$ cat config.mk
export PLATFORM = sky130hd
export DESIGN_NAME = reg_trace_monitor
export DESIGN_NICKNAME = d
export VERILOG_FILES = /design/src/rtl/reg_trace_monitor.sv
export SDC_FILE = /design/constraint.sdc
export NUM_CORES = 1
export LEC_CHECK = 0
export CELL_PAD_IN_SITES_DETAIL_PLACEMENT = 0
export CELL_PAD_IN_SITES_GLOBAL_PLACEMENT = 2
export CORE_ASPECT_RATIO = 1.2
export CORE_MARGIN = 1
export CORE_UTILIZATION = 44
export CTS_BUF_LIST = sky130_fd_sc_hd__clkbuf_4 sky130_fd_sc_hd__clkbuf_8
export DETAILED_ROUTE_END_ITERATION = 12
export GPL_ROUTABILITY_DRIVEN = 0
export HOLD_SLACK_MARGIN = 0.02
export PLACE_DENSITY_LB_ADDON = 0.12
export SYNTH_ARGS = -nofsm -noshare
export SYNTH_HDL_FRONTEND = slang
export SYNTH_SLANG_ARGS = --single-unit
$ cat constraint.sdc
create_clock -name clk -period 9.7 [get_ports clk]
set_input_delay 1.94 -clock clk [delete_from_list [all_inputs] [get_ports clk]]
set_output_delay 1.94 -clock clk [all_outputs]
set_load 0.03 [all_outputs]
$ cat src/rtl/reg_trace_monitor.sv
// reg_trace_monitor
//   Watches NCH register buses and queues value changes into a show-ahead
//   event FIFO. Each entry is {cycle stamp, channel, value}. When several
//   channels differ in the same cycle, only the lowest-indexed one is queued.
//   The others follow on later cycles, in index order. The run stops after
//   TIMEOUT RUN cycles.
// Ports
//   clk        rising-edge clock
//   INT        synchronous active-low reset
//   watch_val  packed channel values, channel c = watch_val[c*WIDTH +: WIDTH]
//   rd_en      pop the head entry (ignored while rd_valid is 0)
//   rd_valid   FIFO non-empty
//   rd_data    head entry {stamp, ch, value}
//   ovf        sticky, set when a push was blocked by a full FIFO
//   done       run finished
//   cycle      RUN cycle count, frozen once done
module reg_trace_monitor #(
  parameter int WIDTH   = 32,
  parameter int NCH     = 4,
  parameter int DEPTH   = 8,
  parameter int TSW     = 16,
  parameter int TIMEOUT = 3500,
  localparam int CHW    = (NCH > 1) ? $clog2(NCH) : 1,
  localparam int EW     = TSW + CHW + WIDTH
) (
  input  logic                 clk,
  input  logic                 INT,
  input  logic [NCH*WIDTH-1:0] watch_val,
  input  logic                 rd_en,
  output logic                 rd_valid,
  output logic [EW-1:0]        rd_data,
  output logic                 ovf,
  output logic                 done,
  output logic [TSW-1:0]       cycle
);

  localparam int AW  = $clog2(DEPTH);
  // The run length is counted separately so TIMEOUT may exceed 2^TSW.
  localparam int RCW = (TIMEOUT > 1) ? $clog2(TIMEOUT) : 1;
  localparam logic [RCW-1:0] LAST_RUN = RCW'(TIMEOUT - 1);
  localparam logic [AW:0]    FULL_CNT = (AW+1)'(DEPTH);

  typedef enum logic [1:0] {
    S_INIT = 2'd0,
    S_RUN  = 2'd1,
    S_DONE = 2'd2
  } state_e;

  state_e           state_q;
  logic [WIDTH-1:0] shadow_q [NCH];
  logic [EW-1:0]    mem_q [DEPTH];
  logic [AW-1:0]    wr_ptr_q;
  logic [AW-1:0]    rd_ptr_q;
  logic [AW:0]      count_q;
  logic [AW:0]      count_d;
  logic             valid_q;
  logic             ovf_q;
  logic             done_q;
  logic [TSW-1:0]   cycle_q;
  logic [RCW-1:0]   run_cnt_q;

  logic             win_found_s;
  logic [CHW-1:0]   win_idx_s;
  logic [WIDTH-1:0] win_val_s;
  logic             full_s;
  logic             pop_s;
  logic             push_s;

  // Priority search: scanning downwards leaves the lowest differing channel.
  always_comb begin
    win_found_s = 1'b0;
    win_idx_s   = '0;
    win_val_s   = '0;
    for (int c = NCH - 1; c >= 0; c--) begin
      if (watch_val[c*WIDTH +: WIDTH] != shadow_q[c]) begin
        win_found_s = 1'b1;
        win_idx_s   = CHW'(c);
        win_val_s   = watch_val[c*WIDTH +: WIDTH];
      end else begin
        win_found_s = win_found_s;
      end
    end
  end

  // FIFO handshakes. A pop frees a slot in the same cycle, so a full FIFO still
  // accepts a push when it is being read.
  always_comb begin
    full_s  = (count_q == FULL_CNT);
    pop_s   = INT && rd_en && (count_q != '0);
    push_s  = INT && (state_q == S_RUN) && win_found_s && (!full_s || pop_s);
    count_d = count_q;
    case ({push_s, pop_s})
      2'b10:   count_d = count_q + (AW+1)'(1);
      2'b01:   count_d = count_q - (AW+1)'(1);
      default: count_d = count_q;
    endcase
  end

  // Control FSM, shadows, FIFO pointers and registered status outputs.
  always_ff @(posedge clk) begin
    if (!INT) begin
      state_q   <= S_INIT;
      wr_ptr_q  <= '0;
      rd_ptr_q  <= '0;
      count_q   <= '0;
      valid_q   <= 1'b0;
      ovf_q     <= 1'b0;
      done_q    <= 1'b0;
      cycle_q   <= '0;
      run_cnt_q <= '0;
      for (int c = 0; c < NCH; c++) begin
        shadow_q[c] <= '0;
      end
    end else begin
      count_q <= count_d;
      valid_q <= (count_d != '0);
      if (push_s) begin
        wr_ptr_q <= wr_ptr_q + AW'(1);
      end
      if (pop_s) begin
        rd_ptr_q <= rd_ptr_q + AW'(1);
      end
      case (state_q)
        S_INIT: begin
          for (int c = 0; c < NCH; c++) begin
            shadow_q[c] <= watch_val[c*WIDTH +: WIDTH];
          end
          state_q <= S_RUN;
        end
        S_RUN: begin
          if (win_found_s) begin
            if (push_s) begin
              shadow_q[win_idx_s] <= win_val_s;
            end else begin
              // Shadow stays stale so the change is retried next cycle.
              ovf_q <= 1'b1;
            end
          end
          if (run_cnt_q == LAST_RUN) begin
            state_q <= S_DONE;
            done_q  <= 1'b1;
          end else begin
            cycle_q   <= cycle_q + TSW'(1);
            run_cnt_q <= run_cnt_q + RCW'(1);
          end
        end
        S_DONE: begin
          state_q <= S_DONE;
        end
        default: begin
          state_q <= S_INIT;
        end
      endcase
    end
  end

  // Event storage. It needs no reset because the FIFO pointers track validity.
  always_ff @(posedge clk) begin
    if (push_s) begin
      mem_q[wr_ptr_q] <= {cycle_q, win_idx_s, win_val_s};
    end
  end

  assign rd_valid = valid_q;
  assign rd_data  = mem_q[rd_ptr_q];
  assign ovf      = ovf_q;
  assign done     = done_q;
  assign cycle    = cycle_q;

endmodule
# [Yosys cells after proc, flatten, opt, wreduce, memory -nomap -nowiden]
# Memories as Yosys holds them, arrays and structs flattened. A register that Yosys moved wholly into a read port is not among the register bits.
# Cells that the tools add are included.
[totals] out_inout_bits=69 reg_bits=43 word_cells=82 mem_bits_rw=528 memories=2 inputBits=131
[mem_list] memory="mem_q" words=8 word_bits=50 read_ports=1 rd_ports_with_merged_regs=1 wr=1 line_no="51" text="logic [EW-1:0] mem_q [DEPTH];"
[mem_list] memory="shadow_q" words=4 word_bits=32 read_ports=4 rd_ports_with_merged_regs=0 wr=4 line_no="50" text="logic [WIDTH-1:0] shadow_q [NCH];"
[op_classes] bitwise=6 reduce_logical=14 n_addsub=6 n_eq_ne=11 muxes=34
[ops] cell="$mux 32" n=9
[ops] cell="$ne 32x32->1" n=4
[ops] cell="$reduce_or 32->1" n=1
[ops] cell="$add 16x1->16 const B" n=1
[ops] cell="$mux 1" n=15
[ops] cell="$add 12x1->12 const B" n=1
[ops] cell="$eq 12x12->1 const B" n=1
[ops] cell="$mux 2" n=6
[ops] cell="$pmux 4 s2" n=1
[ops] cell="$reduce_bool 4->1" n=2
[ops] cell="$add 3x1->3 const B" n=2
[ops] cell="$mux 3" n=2
[ops] cell="$pmux 2 s3" n=1
[ops] cell="$logic_and 1x1->1" n=5
[ops] cell="$add 4x1->4 const B" n=1
[ops] cell="$eq 2x1->1 const B" n=2
[ops] cell="$eq 2x2->1 const B" n=2
[ops] cell="$eq 4x4->1 const B" n=1
[ops] cell="$or 1x1->1" n=4
[ops] cell="$reduce_and 2->1" n=2
[ops] cell="$sub 4x1->4 const B" n=1
[ops] cell="$reduce_and 3->1" n=1
[ops] cell="$logic_not 2->1" n=1
[ops] cell="$ne 2x1->1 const B" n=1
[ops] cell="other kinds (3)" n=4

# [Longest topological paths before layout]
[logic_depth] word_depth=14 ltp_mapped=15 mapped_depth_nobuf=14

# [Least setup slack after synthesis]
# Ideal clock, no wire load.
[synth_path] path_type="input to register" from="in watch_val[56]" to="mem mem_q[3][0] in the netlist's numbering, enable pin" t_required_ns=9.118 arrival_time_ns=7.541 slack_ns=1.577 setup_ns=0.582 stages=7 path_cell_list="xor2_1 nor4_1 nand4_1 or2_1 clkbuf_1 nor4_1 nor4_1"
[synth_via] elab_chain_len=7
[synth_rtl] element="start, declared" line_no="28" text="input logic [NCH*WIDTH-1:0] watch_val,"
[synth_rtl] element="$ne 32x32->1" line_no="75" text="if (watch_val[c*WIDTH +: WIDTH] != shadow_q[c]) begin"
[synth_rtl] element="$mux 1 (2 in a row)" line_no="75"
[synth_rtl] element="$logic_and 1x1->1 (2 in a row)" line_no="90" text="push_s = INT && (state_q == S_RUN) && win_found_s && (!full_s || pop_s);"
[synth_rtl] element="$mux 1" line_no="159" text="if (push_s) begin"
[synth_rtl] element="$mux 1 (implied by the code)" line_no="160" text="mem_q[wr_ptr_q] <= {cycle_q, win_idx_s, win_val_s};"
[synth_rtl] element="end, declared" line_no="51"
# Every way passes these cells.

==> impl.org <==
** Final layout
- The post-route netlist has 18.46% of its cells at a drive strength greater than 1.
- Layout Nets :: 1913
- Post-layout instance count excluding filler cells :: 2564
- Leaving out fill and tap cells, the most frequent cell in the layout is edfxtp_1.
- Layout overhead on the synthesized area :: 18.49%
- In the layout the commonest cells are 528 x edfxtp_1, 199 x clkdlybuf4s50_1, 103 x xor2_1.

** Synth
- Warnings, synthesis :: 0
- Dominant synthesized flop cell :: edfxtp_1
- After synthesis the netlist holds a flip-flop and latch count of 574.
- A synthesized cell averages 16.01 µm².
- Synthesis produced 1537 cells.
- The cell area that synthesis handed to floorplanning was 24610 µm².
- Distinct cell type count of the synthesized netlist :: 46
- Sequential elements use 68.16% of the synthesized area.
- Fraction of synthesis flops using an asynchronous set or reset pin :: 0%
- Synthesized netlist net count :: 1677
- EDFF count, synth :: 528

** Setup path
- Of all nets on the critical path, the largest fanout is 53.
- CP Class :: reg -> out
- FF-to-FF Start :: shadow_q[1][17]
- The worst setup path is launched from a flip-flop.
- Critical-path cell with the highest stage delay :: dfxtp_4
- Longest individual stage delay on the worst path :: 830 ps
- For the worst setup path, the data required time is 7760 ps.
- R2r worst-path depth :: 9
- Grouping stages by cell kind, the critical path spends the most delay in buffers and inverters.
- The worst setup path is captured at an output port.
- The signal on the critical path passes through buf_4, mux4_2, mux2_2, clkdlybuf4s50_1.
- Across all register-to-register paths, the minimum setup slack is 5670 ps.
- The endpoint identified for the worst register-to-register timing path is shadow_q[3][15].
- STA puts the critical path data arrival time at 3740 ps.
- Together, buffers and inverters on the worst path number 2.

** STA
- In the post-route analysis, the smallest setup slack over all paths is 4025 ps.
- Dividing the final minimum period by the clock period gives 58.51%.
- Setup skew after layout :: 24.63 ps
- Derived from the worst setup path, the maximum achievable clock frequency is 176.2 MHz.
- Summed negative setup slack over all endpoints :: 0 ps
- In this run the tightest slew margin relative to its limit is 29.02%.
- Setup violations remaining at the end of the flow were counted as 0.
- Period minus WS final :: 5675 ps
- Final count of hold timing violations :: 0
- The number of pins exceeding their max-slew limit in the final report came to 0.
- The tightest hold path in the finished design has a slack of 460.4 ps.
- Setup repair after global routing left no endpoint under its margin.
- Pin slew with the least headroom to its limit :: 1065 ps

** Clocking
- The tree built by TritonCTS fans out to 574 sinks.
- The H-tree was split into 3 levels.
- The tree is rooted in a clkbuf_8.
- Clock slew at reported path FFs :: 60 ps
- Number of clock buffers inserted by TritonCTS :: 91
- The clock reaches the later pin of the worst-skew pair after 670 ps.
- Buffers added to address setup during post-CTS repair amount to 0.
- In this run, post-CTS repair resized a total of 0 instances.
- TritonCTS built the clock tree.
- Count of hold-fix buffers inserted at cts :: 0
- CTS max path bufs :: 3

** Floorplanning
- The region available for standard cell placement spans 55040 µm².
- Std-Cell Rows :: 94
- The floorplan step set the die width to 217.9 µm.
- Once the floorplan was initialized, standard cells occupied 44.71% of the core.
- The floorplan step set the die height to 261.1 µm.
- In this run the count of I/O pins placed on the die edge is 200.
- Area of the die :: 56890 µm²

** Flow run
- The tool flagged a number of max-cap violations equal to 0.

** Power
- Pwr Total :: 0.006683 W
- The analysis attributes to cell leakage a power of 9.812 nW.
- Total power divided by cell area :: 229.2 nW/µm²
- VDD IR-drop max :: 0.1466 mV

** Detailed routing
- The routed design has 60700 µm of wire.
- The detail route stage leaves a number of antenna-violating nets equal to 0.
- In the routed design, unresolved DRC markers number 0.
- The routed layout has 13980 vias.
- In this run, the number of DRC markers left after iteration 0 of detailed routing was 932.
- Via count normalized by instance count :: 5.453
- Routed len/inst :: 23.67 µm
- For this run, the detailed router's first-pass iteration total came to 5.

** Placement
- Total placed cells including tap cells :: 2400
- The count of buffers added on input and output ports is 199.
- Once detailed placement completed, the half-perimeter wirelength came to 38550 µm.
- Pre-CTS worst setup slack :: 3518 ps

** Worst hold path
- The worst hold path begins at done.
- Worst Hold Class :: reg -> reg
- The path with the worst hold slack has its endpoint at done.
- Along the worst hold path, the cell count comes to 1.

** Status
- The flow ran to the end, and the final reports show no timing, DRC or antenna violations.

** Global route
- Vias in the first global route :: 14480
- The total overflow left after global routing is 0.
- Global routing usage summed across all routing layers :: 21.81%
- The number of antenna violations at the first check in global routing came to 5.
- Entering global routing, the biggest net connects 67 pins.
- Global-route wire length before repair :: 91090 µm
==> worst reg2reg max path, delay by kind of cell, from the launching register on <==
kind                      cells  cell delay (ps)
DFF                           1              380
xor gates and xnor gates      1              170
and+or+nand+nor               6             2360
buffers and inverters         2              750
==> synth_stat cells (4+ instances only) <==
| cell | instances | area [µm²] |
|---|---|---|
| mux2_2 | 50 | 563.0 |
| ha_1 | 8 | 100.1 |
| xnor2_1 | 54 | 473.0 |
| mux4_2 | 100 | 2252 |
| xor2_1 | 103 | 902.1 |
| a21boi_0 | 7 | 52.55 |
| nor4_1 | 28 | 175.2 |
| edfxtp_1 | 528 | 15860 |
| buf_1 | 19 | 71.32 |
| and2_1 | 96 | 600.6 |
| inv_1 | 40 | 150.1 |
| buf_2 | 7 | 35.03 |
| nor2_1 | 79 | 296.5 |
| a221o_1 | 32 | 320.3 |
| mux2i_1 | 4 | 40.04 |
| nor3b_1 | 4 | 30.03 |
| a22oi_1 | 32 | 240.2 |
| dfxtp_1 | 46 | 920.9 |
| or3_1 | 5 | 31.28 |
| nand3_1 | 79 | 395.4 |
| nand2_1 | 34 | 127.6 |
| o21ai_0 | 64 | 320.3 |
| a21o_1 | 4 | 30.03 |
| and3_1 | 6 | 37.54 |
| nand4_1 | 17 | 106.4 |
| clkbuf_1 | 55 | 206.5 |
| nor2b_1 | 5 | 31.28 |
==> final cells by class <==
| class | count | area [µm²] |
|---|---|---|
| inverter | 40 | 150.1 |
| clock inverter | 35 | 171.4 |
| multi-input combinational | 841 | 7408 |
| timing repair buffer | 225 | 2187 |
| clock buffer | 127 | 1554 |
| fill | 4671 | 25880 |
| antenna | 2 | 5.005 |
| tap | 720 | 900.9 |
| sequential | 574 | 16780 |
==> cells by family after synthesis <==
group | synth area share [%]
flops | 68.16
simple gates | 7.951
xor+xnor | 5.587
mux | 11.60
compound gates | 4.281
buf+inv | 1.927
fa+ha+maj | 0.4881
==> per-layer routing <==
layer | up-vias | share of wire [%] | track usage [%]
met4 | 4 | 2.5 | 8.042
met5 | - | 0.041 | 0
li1 | 6407 | - | -
met3 | 98 | 5.3 | 3.786
met1 | 7036 | 44 | 29.66
met2 | 437 | 48 | 35.27
==> metrics by stage <==
| stage | instance area, µm² | util, % |
|---|---|---|
| 4_1_cts | 29160 | 52.97 |
| 3_3_place_gp | 27430 | 49.84 |
| 6_report | 29160 | 52.98 |
| 3_5_place_dp | 27430 | 49.84 |
| 5_1_grt | 29160 | 52.98 |
| 2_1_floorplan | 24610 | - |
==> worst max path at each step <==
stage                            to  cells after the start  slack [ps]     startpoint
CTS                     rd_data[29]                      4        3920      flip-flop
global placement    shadow_q[3][24]                     10        3480  watch_val[49]
detailed placement  shadow_q[3][20]                     10        3520  watch_val[49]
finish                  rd_data[29]                      4        4020      flip-flop
global route            rd_data[29]                      4        3880      flip-flop
floorplan               mem_q[3][0]                      7        1580  watch_val[56]
==> registers in the layout (all words and copies together), names as in the netlist, named ones only <==
signal / count
rd_valid: 1
mem_q: 400
run_cnt_q: 12
done: 1
count_q: 4
rd_ptr_q: 3
ovf: 1
cycle: 16
shadow_q: 128
wr_ptr_q: 3
state_q: 2
==> where the power goes <==
part           switching [W]  total [W]  internal, W
sequential          0.000151    0.00327      0.00312
combinational       0.000811    0.00146     0.000645
clock               0.000928    0.00196      0.00103
total                0.00189    0.00668      0.00479
Note: power is estimated with default switching activity, not from simulation.
